===== config.mk =====
export PLATFORM = sky130hd
export DESIGN_NAME = frame_buffer_ctrl
export DESIGN_NICKNAME = d
export VERILOG_FILES = /design/src/rtl/frame_buffer_ctrl.sv
export SDC_FILE = /design/constraint.sdc
export NUM_CORES = 1
export LEC_CHECK = 0
export CORE_ASPECT_RATIO = 1.5
export CORE_MARGIN = 1
export CORE_UTILIZATION = 30
export CTS_BUF_LIST = sky130_fd_sc_hd__clkbuf_16
export CTS_CLUSTER_SIZE = 30
export DETAILED_ROUTE_END_ITERATION = 8
export PLACE_DENSITY = 0.77
export SLEW_MARGIN = 20
export SYNTH_ARGS = -nofsm -noshare
export SYNTH_HDL_FRONTEND = slang
export SYNTH_SLANG_ARGS = --single-unit

===== constraint.sdc =====
create_clock -name sys_clk -period 4.45 [get_ports sys_clk]
set_input_delay 0.89 -clock sys_clk [delete_from_list [all_inputs] [get_ports sys_clk]]
set_output_delay 0.89 -clock sys_clk [all_outputs]
set_load 0.02 [all_outputs]

===== src/rtl/frame_buffer_ctrl.sv =====
// Purpose: per-frame ownership sequencer for the single-port SP256K frame buffer (capture writes, SPI reads, MCU releases).
// Latency: wr_ack 1 cycle after wr_req; rd_ack 1 cycle and rd_valid 2 cycles after rd_req; one access per cycle.
// Backpressure: none; requests not legal for the current owner are dropped without ack.
// Ports: sys_clk/nreset; frame_start/frame_end/rd_done control pulses; wr_* capture port; rd_* readout port;
//        ram_* SP256K interface; buffer_ready/state/overrun/drop_cnt status.
module frame_buffer_ctrl #(
  parameter int ADDR_W      = 14,
  parameter int DATA_W      = 16,
  parameter int FRAME_WORDS = 4800
) (
  input  logic              sys_clk,
  input  logic              nreset,
  input  logic              frame_start,
  input  logic              frame_end,
  input  logic              wr_req,
  input  logic [ADDR_W-1:0] wr_addr,
  input  logic [DATA_W-1:0] wr_data,
  output logic              wr_ack,
  input  logic              rd_req,
  input  logic [ADDR_W-1:0] rd_addr,
  output logic              rd_ack,
  output logic              rd_valid,
  output logic [DATA_W-1:0] rd_data,
  input  logic              rd_done,
  output logic [ADDR_W-1:0] ram_ad,
  output logic [DATA_W-1:0] ram_di,
  output logic              ram_we,
  output logic [3:0]        ram_maskwe,
  output logic              ram_cs,
  input  logic [DATA_W-1:0] ram_do,
  output logic              buffer_ready,
  output logic [1:0]        state,
  output logic              overrun,
  output logic [7:0]        drop_cnt
);

  typedef enum logic [1:0] {
    S_IDLE    = 2'd0,
    S_CAPTURE = 2'd1,
    S_READY   = 2'd2,
    S_READOUT = 2'd3
  } state_t;

  // One extra bit so the limit compare cannot wrap for any address width.
  localparam logic [ADDR_W:0] LP_LIMIT = (ADDR_W+1)'(FRAME_WORDS);

  state_t              r_state, w_state_nxt;
  logic [ADDR_W-1:0]   r_ram_ad, w_ram_ad_nxt;
  logic [DATA_W-1:0]   r_ram_di, w_ram_di_nxt;
  logic                r_ram_we, w_ram_we_nxt;
  logic                r_ram_cs, w_ram_cs_nxt;
  logic [3:0]          r_ram_mask, w_ram_mask_nxt;
  logic                r_wr_ack, w_wr_ack_nxt;
  logic                r_rd_ack, w_rd_ack_nxt;
  logic                r_rd_oob, w_rd_oob_nxt;
  logic                r_overrun, w_overrun_nxt;
  logic [7:0]          r_drop_cnt, w_drop_nxt;
  logic                r_rd_valid;
  logic                r_rd_oob_q;
  logic                w_rd_issue;
  logic                w_wr_in_range;
  logic                w_rd_in_range;
  logic [7:0]          w_drop_inc;

  assign w_wr_in_range = ({1'b0, wr_addr} < LP_LIMIT);
  assign w_rd_in_range = ({1'b0, rd_addr} < LP_LIMIT);
  assign w_drop_inc    = (r_drop_cnt == 8'hFF) ? r_drop_cnt : r_drop_cnt + 8'd1;

  always_comb begin
    w_state_nxt    = r_state;
    w_ram_ad_nxt   = r_ram_ad;
    w_ram_di_nxt   = r_ram_di;
    w_ram_we_nxt   = 1'b0;
    w_ram_cs_nxt   = 1'b0;
    w_ram_mask_nxt = 4'h0;
    w_wr_ack_nxt   = 1'b0;
    w_rd_ack_nxt   = 1'b0;
    w_rd_oob_nxt   = 1'b0;
    w_overrun_nxt  = r_overrun;
    w_drop_nxt     = r_drop_cnt;
    w_rd_issue     = 1'b0;

    case (r_state)
      S_IDLE: begin
        if (frame_start) w_state_nxt = S_CAPTURE;
      end
      S_CAPTURE: begin
        // A restart pulse needs no action: capture simply keeps going.
        if (wr_req) begin
          if (w_wr_in_range) begin
            w_ram_ad_nxt   = wr_addr;
            w_ram_di_nxt   = wr_data;
            w_ram_we_nxt   = 1'b1;
            w_ram_cs_nxt   = 1'b1;
            w_ram_mask_nxt = 4'hF;
            w_wr_ack_nxt   = 1'b1;
          end else begin
            w_overrun_nxt  = 1'b1;
          end
        end
        if (frame_end) w_state_nxt = S_READY;
      end
      S_READY: begin
        if (frame_start) w_drop_nxt = w_drop_inc;
        // The first read both claims the buffer and is served.
        if (rd_req) begin
          w_rd_issue  = 1'b1;
          w_state_nxt = S_READOUT;
        end
      end
      S_READOUT: begin
        if (frame_start) w_drop_nxt = w_drop_inc;
        if (rd_done)     w_state_nxt = S_IDLE;
        else if (rd_req) w_rd_issue  = 1'b1;
      end
      default: w_state_nxt = S_IDLE;
    endcase

    // Out-of-range reads are still acked and delivered, but as zero data.
    if (w_rd_issue) begin
      w_ram_ad_nxt = rd_addr;
      w_ram_cs_nxt = 1'b1;
      w_rd_ack_nxt = 1'b1;
      w_rd_oob_nxt = !w_rd_in_range;
      if (!w_rd_in_range) w_overrun_nxt = 1'b1;
    end
  end

  always_ff @(posedge sys_clk or negedge nreset) begin
    if (!nreset) begin
      r_state    <= S_IDLE;
      r_ram_ad   <= '0;
      r_ram_di   <= '0;
      r_ram_we   <= 1'b0;
      r_ram_cs   <= 1'b0;
      r_ram_mask <= 4'h0;
      r_wr_ack   <= 1'b0;
      r_rd_ack   <= 1'b0;
      r_rd_oob   <= 1'b0;
      r_rd_valid <= 1'b0;
      r_rd_oob_q <= 1'b0;
      r_overrun  <= 1'b0;
      r_drop_cnt <= 8'd0;
    end else begin
      r_state    <= w_state_nxt;
      r_ram_ad   <= w_ram_ad_nxt;
      r_ram_di   <= w_ram_di_nxt;
      r_ram_we   <= w_ram_we_nxt;
      r_ram_cs   <= w_ram_cs_nxt;
      r_ram_mask <= w_ram_mask_nxt;
      r_wr_ack   <= w_wr_ack_nxt;
      r_rd_ack   <= w_rd_ack_nxt;
      r_rd_oob   <= w_rd_oob_nxt;
      // SPRAM samples the address on the edge after rd_ack; its data is ready one edge later.
      r_rd_valid <= r_rd_ack;
      r_rd_oob_q <= r_rd_oob;
      r_overrun  <= w_overrun_nxt;
      r_drop_cnt <= w_drop_nxt;
    end
  end

  // ram_do is already registered inside the SPRAM, so it is passed through, gated by the valid pipeline.
  assign rd_data      = (r_rd_valid && !r_rd_oob_q) ? ram_do : '0;
  assign rd_valid     = r_rd_valid;
  assign rd_ack       = r_rd_ack;
  assign wr_ack       = r_wr_ack;
  assign ram_ad       = r_ram_ad;
  assign ram_di       = r_ram_di;
  assign ram_we       = r_ram_we;
  assign ram_cs       = r_ram_cs;
  assign ram_maskwe   = r_ram_mask;
  assign buffer_ready = (r_state == S_READY) || (r_state == S_READOUT);
  assign state        = r_state;
  assign overrun      = r_overrun;
  assign drop_cnt     = r_drop_cnt;

endmodule


; ---- Word level (Yosys, flattened, before mapping)
; Cells that the tools add are included.
[totals]
register_bits = 51
[op_classes]
addsub = 1
magnitude_cmp = 2
n_eq_ne = 8
mux = 27
bitwise_logic = 1
reduce_logical = 13
[ops]
columns = cell, n
row1 = 14-bit 2-to-1 mux, 4
row2 = 14-bit by 13-bit < comparator with 1-bit output (second input constant), 2
row3 = 16-bit 2-to-1 mux, 1
row4 = 1-bit 2-to-1 mux, 13
row5 = 4-bit 2-to-1 mux, 3
row6 = 3-bit AND reduction, 3
row7 = 8-bit by 1-bit adder with 8-bit output (second input constant), 1
row8 = 8-bit equality test (second input constant), 1
row9 = 2-bit 2-to-1 mux, 4
row10 = 2-bit inequality test (second input constant), 4
row11 = 2-bit one-hot mux with 4 select lines, 1
row12 = 2-bit nonzero test, 3
row13 = 2-bit equality test (second input constant), 2
row14 = 4-bit AND reduction, 1
row15 = 2-bit by 1-bit equality test with 1-bit output (second input constant), 1
row16 = 1-bit zero test, 2
row17 = 2-bit zero test, 1
row18 = 1-bit one-hot mux with 2 select lines, 1
row19 = 2-bit OR reduction, 1
row20 = 1-bit logical AND, 1
row21 = 1-bit logical OR, 1
row22 = 1-bit inverter, 1

; ---- Depth between registers and ports, before layout
[logic_depth]
word_depth = 6
depth_mapped = 7
ltp_nobuf = 6

; ---- Least setup slack after synthesis
; No wires, ideal clock.
[synth_timing]
path_kind = reg2out
startpoint = register r_rd_valid (netlist: rd_valid)
endpoint = output port rd_data[10]
t_arrival_ns = 1.175
t_required_ns = 3.560
setup_slack_ns = 2.385
path_stages_with_launch = 4
cell_sequence = dfrtp_1 > nor2b_1 > clkbuf_1 > and2_1
[synth_via]
elab_chain_cells = 2
[synth_lines]
columns = item, line_no
row1 = "start, declared", 58  ; logic r_rd_valid;
row2 = "start signal, assigned", 155  ; r_rd_valid <= r_rd_ack;
row3 = 1-bit logical AND, 163  ; assign rd_data = (r_rd_valid && !r_rd_oob_q) ? ram_do : '0;
row4 = 16-bit 2-to-1 mux, 163
row5 = "end, declared", 23  ; output logic [DATA_W-1:0] rd_data,
; Every way passes these cells.

; ---- Final worst setup path
[layout_timing]
startpoint = input port ram_do[3]
endpoint = output port rd_data[3]
[layout_via]
elab_chain_cells = 1
[layout_lines]
columns = item, line_no
row1 = "start, declared", 30  ; input logic [DATA_W-1:0] ram_do,
row2 = 16-bit 2-to-1 mux, 163
; Every way passes these cells.

==> out/qor.yml <==
drt-initial-drc-count: 91
antenna_cells: 0
hp-class: "flip-flop to flip-flop"
min_period_ns: 2.970
leakagePower_nw: 1.640
vias_per_cell: 4.591
ys_ff_latch: 47
postSynthAreaPerCell_um2: 11.42
ys_top_cells_by_count: "47 x dfrtp_1, 19 x nor2_1, 18 x mux2_2"
reg2reg_depth: 7
io_pins: 134
r2r_end: "ram_ad[10]$_DFFE_PN0P_"
num-nets-final: 397
tns_ns: 0
grt_pass1_vias: 1939
tightest_slew_ns: 0.7331
initial_utilization_pct: 31.52
clock_skew_ns: 0.004165
rsz0062_at_grt: "false"
synth.distinct_cells: 35
clock.fmax_mhz: 336.7
crit_type: "input port to output pin"
seqCellArea_um2: 1176
synthArstFlopShare_pct: 100.0
route.detailed.drc: 0
ctsResizeCount: 0
hold_violations: 0
numPortBuffers: 133
cts_sinks: 47
status: "completed"
numCtsBuffers: 5
cts_tree: "done"
hold_start: "r_rd_oob$_DFF_PN0_"
grt_pass1_wl_um: 9294
antenna_found_initial: 0
netlist_instances: 193
p_per_area_nw_per_um2: 604.9
cp_data_required_time_ns: 3.56
cp_max_fo: 1
die_h_um: 107.0
dp_cells: 415
multi_input_area_um2: 938.4
synth-edff-count: 0
synth_top_area_share_pct: 53.38
dpl.hpwl_um: 4658
post_drt_wl_per_cell_um: 14.02
irDropWorstVdd_uv: 335.9
die_width_um: 71.98
dieArea_um2: 7698
grt_max_degree: 48
synth_nets: 265
hold_end: "r_rd_oob_q$_DFF_PN0_"
r2r-start: "state[1]$_DFFE_PN0P_"
area_growth_pct: 70.07
relSlewSlack_pct: 51.03
maxSlewViolCount: 0
finalSetupViolations: 0
cts_setup_buffers: 0
maxCapViolCount: 0
htreeDepth: 2
fin_cells: 423
cp-start-kind: "input port"
coreArea_um2: 6990
finalWirelength_um: 5930
ant_nets: 0
ys_seq_area_share_pct: 53.38
yosys-top-cells-area: "dfrtp_1 53%, mux2_2 9.2%, mux2i_1 5.0%"
synth_warnings: 0
clk_path_buf_depth: 2
ys.flop_type: "dfrtp_1"
gr-total-overflow: 0
synth_area_um2: 2203
critPathArrivalTime_ns: 2.08
worstSkewPairLatency_ns: 0.28
period_share_pct: 66.74
dr.pass1.iters: 4
gp_routability_congestion: 0.7670
ctsHoldBuffers: 0
track_usage_pct: 15.76
yosysMostFrequentCell: "dfrtp_1"
r2r_slack_ns: 2.48
rows: 37
cts-root-buf: "clkbuf_16"
whs_path_depth: 0
end_kind: "output pin"
fillCellCount: 619
path_clk_slew_ns: 0.06
vias: 1942
drive_above_1_share_pct: 9.509
synth_top_cell_by_area: "dfrtp_1"
worst max path at each step:
stage                     depth (start not counted)  slack (ns)          end                  from
after floorplan                                   3        2.38  rd_data[10]    rd_valid$_DFF_PN0_
after global placement                            3        1.48   rd_data[4]             ram_do[4]
after detailed placement                          3        1.47   rd_data[3]             ram_do[3]
after CTS                                         3        1.42   rd_data[1]    rd_valid$_DFF_PN0_
after global routing                              3        1.36   rd_data[1]  r_rd_oob_q$_DFF_PN0_
final                                             3        1.48   rd_data[3]             ram_do[3]
flip-flops by register name, indices dropped and copies added, names as in the netlist, 2 cells and up:
register  cells
ram_di       16
ram_ad       14
drop_cnt      8
state         2
layer usage:
metal | vias to the layer above | share of wire, % | GRT usage, %
met1 | 911 | 37 | 15.95
met2 | 92 | 54 | 30.32
met5 | - | 0 | 0
li1 | 929 | - | -
met3 | 10 | 6.7 | 3.195
met4 | 0 | 2.4 | 6.723
power by group:
part           internal (mW)  switching [mW]
combinational          0.617           0.573
clock                  0.203           0.152
sequential             0.612           0.109
total                   1.43           0.835
cell usage in the layout (no fill, tap or decap), drive strengths merged:
master	synthesis	routed
mux2	18	18
o21ai	1	1
nand2	7	7
xnor2	5	5
o21ba	1	1
mux2i	11	11
buf	8	4
or2	1	1
inv	6	8
a311o	2	2
a2111oi	1	1
clkdlybuf4s50	0	132
a31oi	1	1
nor2	19	19
and3	2	2
nand3	6	6
and2	16	16
a21oi	10	10
a211o	1	1
clkinv	0	1
a41oi	1	1
dfrtp	47	47
clkbuf	3	5
and4	2	2
nand3b	1	1
a221oi	2	2
o22ai	1	1
nor2b	4	4
nor3	2	2
o31ai	2	2
a32oi	1	1
ha	5	5
o21a	2	2
a21o	3	3
nand4	1	1
stage by stage:
step                instance area (um^2)  util, %  hold WS (ns)  worst slack, ns  total power [mW]
floorplan                           2203        -        0.3312            2.385             1.343
global placement                    3607    51.60        0.3330            1.483             1.905
global route                        3747    53.61        0.3697            1.358             2.403
CTS                                 3745    53.57        0.3502            1.424             2.298
detailed placement                  3607    51.60        0.3364            1.465             1.935
finish                              3747    53.61        0.3473            1.480             2.267
final cells by class:
| cell class | instances | share of cell area, % |
|---|---|---|
| clock buffers | 5 | 3.339 |
| clock inverters | 3 | 0.3339 |
| inverters | 6 | 0.6010 |
| multi-input cells | 129 | 25.04 |
| flip-flops and latches | 47 | 31.39 |
| well taps | 97 | 3.239 |
| repair buffers | 136 | 36.06 |
cell families after synthesis:
logic type / share of synthesized area, %
AND/OR/NAND/NOR: 14.20
AO/OA/AOI/OAI: 9.200
multiplexers: 14.20
buffers and inverters: 4.202
flip-flops: 53.38
XOR/XNOR: 1.987
adder cells (fa/ha/maj): 2.839
worst max-delay path, stage by stage:
cell	delay, ns
clkdlybuf4s50_1	0.46
and2_1	0.12
clkdlybuf4s50_1	0.60
Note: power is estimated with default switching activity, not from simulation.
==> RTL edit, RTL diff (same flow settings) <==
Set the parameter `ADDR_W` to 13 (it was 14).
--- a/src/rtl/frame_buffer_ctrl.sv
+++ b/src/rtl/frame_buffer_ctrl.sv
@@ -4,7 +4,7 @@
 // Ports: sys_clk/nreset; frame_start/frame_end/rd_done control pulses; wr_* capture port; rd_* readout port;
 //        ram_* SP256K interface; buffer_ready/state/overrun/drop_cnt status.
 module frame_buffer_ctrl #(
-  parameter int ADDR_W      = 14,
+  parameter int ADDR_W      = 13,
   parameter int DATA_W      = 16,
   parameter int FRAME_WORDS = 4800
 ) (
Interface: changed (resized ram_ad, rd_addr and wr_addr); port bits go from 134 to 131. The function was not compared with the original's and may differ.
==> RTL edit against the unedited design <==
Synthesized area fell by 0.68%. Critical path type unchanged. Sequential cell count fell by 1. Power rose by 0.99%. Wire length rose by 2.4%. Sequential power fell by 0.7%. Hold slack improved by 3.4 ps. Worst setup slack got worse by 53 ps. Critical endpoint is now rd_data[11]. Highest routed layer unchanged. Final area fell by 2.6%.
==> RTL edit: results (changes against the unedited design) <==
Max FO, Critical Path - 1 (unchanged)
gpl congestion - 0.760 (-0.91%)
Leakage Power - 1.60 nW (-2.6%)
yosys warns - 0 (unchanged)
Commonest cells post-synth - 46 x dfrtp_1, 22 x nor2_1, 17 x and2_1, 17 x mux2_2, 9 x nand2_1
Worst Hold Depth - 0 (unchanged)
total vias in the final route - 1933 (-0.46%)
Synth area leaders - dfrtp_1 53%, mux2_2 8.7%, and2_1 4.9%
CP peak stage delay - 620 ps (+20 ps)
ant diodes - 0 (unchanged)
FF-to-FF setup slack - 2520 ps (+40 ps)
drt pass-1 iters - 4 (unchanged)
Worst Path Arrival - 2130 ps (+50 ps)
Placed Area - 0.00351 mm² (-2.7%)
Final #Nets - 391 (-1.5%)
Layout Skew - 8.24 ps (+4.08 ps)
Synth Area in Compound Gates - 9.49% (+0.29 points)
Inserted Clock Buffers - 5 (unchanged)
Syn Nets - 264 (-0.38%)
Critical Path End - rd_data[11]
share of the yosys chip area belonging to registers - 52.6% (-0.78 points)
layout cells sized above 1 - 10.6% (+1.0 points)
Max IR drop VDD - 0.316 mV (-6.1%)
max reg flops - 16 (unchanged)
post-synthesis xor/xnor area fraction - 2.80% (+0.81 points)
routing usage on met3 - 4.89% (+1.7 points)
port buffer count - 130 (-2.3%)
Root Driver - clkbuf_16
GRT Util Overall - 15.9% (+0.097 points)
first-pass GRT wire length - 9340 µm (+0.52%)
CP Launch Point - ram_do[11]
Worst-Skew Late Latency - 280 ps (about the same)
multiplexer share of the synthesized area - 12.5% (-1.7 points)
hold path endpoint - r_rd_oob_q$_DFF_PN0_
hold_sp - r_rd_oob$_DFF_PN0_
DP HPWL - 4740 µm (+1.8%)
routed len/inst - 15.2 µm (+8.3%)
Adder-Cell Fraction of Synth Area - 2.86% (+0.019 points)
Synth cell types - 39 (+11%)
Max clock buf depth - 2 (unchanged)
initial antenna violation count - 0 (unchanged)
Reg-to-Reg Start - state[0]$_DFFE_PN0P_
status - completed
Max Slew Vio Count - 0 (unchanged)
number of DRC markers in iteration 0 - 85 (-6.6%)
largest net degree at the start of global routing - 47 (-2.1%)
reg2reg end - overrun$_DFF_PN0_
grt met2 use - 28.5% (-1.8 points)
met1 usage - 17.1% (+1.1 points)
headroom to the max-slew limit - 53.6% (+2.6 points)
clock slew at reported path FFs - 60 ps (about the same)
crit path kind - primary input to primary output
cts repair resizes - 0 (unchanged)
-- RTL edit: cell types whose count changed after synthesis, sizes merged, moves of 3 or more --
cell and change:
xnor2 -4, nor2 +3, xor2 +6, nand2 +3
nand3 -3, mux2i -4
-- RTL edit: report_power, final --
group	switching [mW]	total, mW	internal, mW
Sequential	0.114	0.716	0.602
Clock	0.148	0.351	0.203
Combinational	0.598	1.22	0.624
-- RTL edit: kinds of logic (layout without fill, tap and decap cells) --
family,Yosys count,in the layout
compound gates,28,28
simple gates,63,63
xor+xnor,7,7
fa+ha+maj,5,5
buf+inv,20,148
mux,25,25
flops,46,46
-- RTL edit: stage by stage --
| stage | total power [mW] | hold slack, ps | setup WS (ps) | cells |
|---|---|---|---|---|
| finish | 2.29 | 351 | 1430 | 400 |
| global route | 2.43 | 377 | 1360 | 400 |
| CTS | 2.32 | 356 | 1410 | 400 |
| detailed placement | 1.96 | 342 | 1410 | 392 |
| global placement | 1.93 | 335 | 1430 | 392 |
| floorplan | 1.37 | 331 | 2370 | 194 |
-- RTL edit: layout make-up --
class | count | area, µm²
well taps | 78 | 97.6
inverters | 8 | 30.0
multi-input cells | 128 | 920
clock buffers | 5 | 125
flip-flops and latches | 46 | 1150
repair buffers | 132 | 1310
clock inverters | 3 | 12.5
fillers | 643 | 3290
-- RTL edit: per-layer routing --
metal / part of all wire [%] / up-vias
met5: 0 / -
met4: 2.1 / 0
met3: 8.5 / 8
met2: 53 / 89
met1: 37 / 919
li1: - / 917
-- RTL edit: critical path: cells and delay by family --
| family | cells | cell delay (ps) |
|---|---|---|
| and+or+nand+nor | 1 | 160 |
| buffers and inverters | 2 | 1080 |
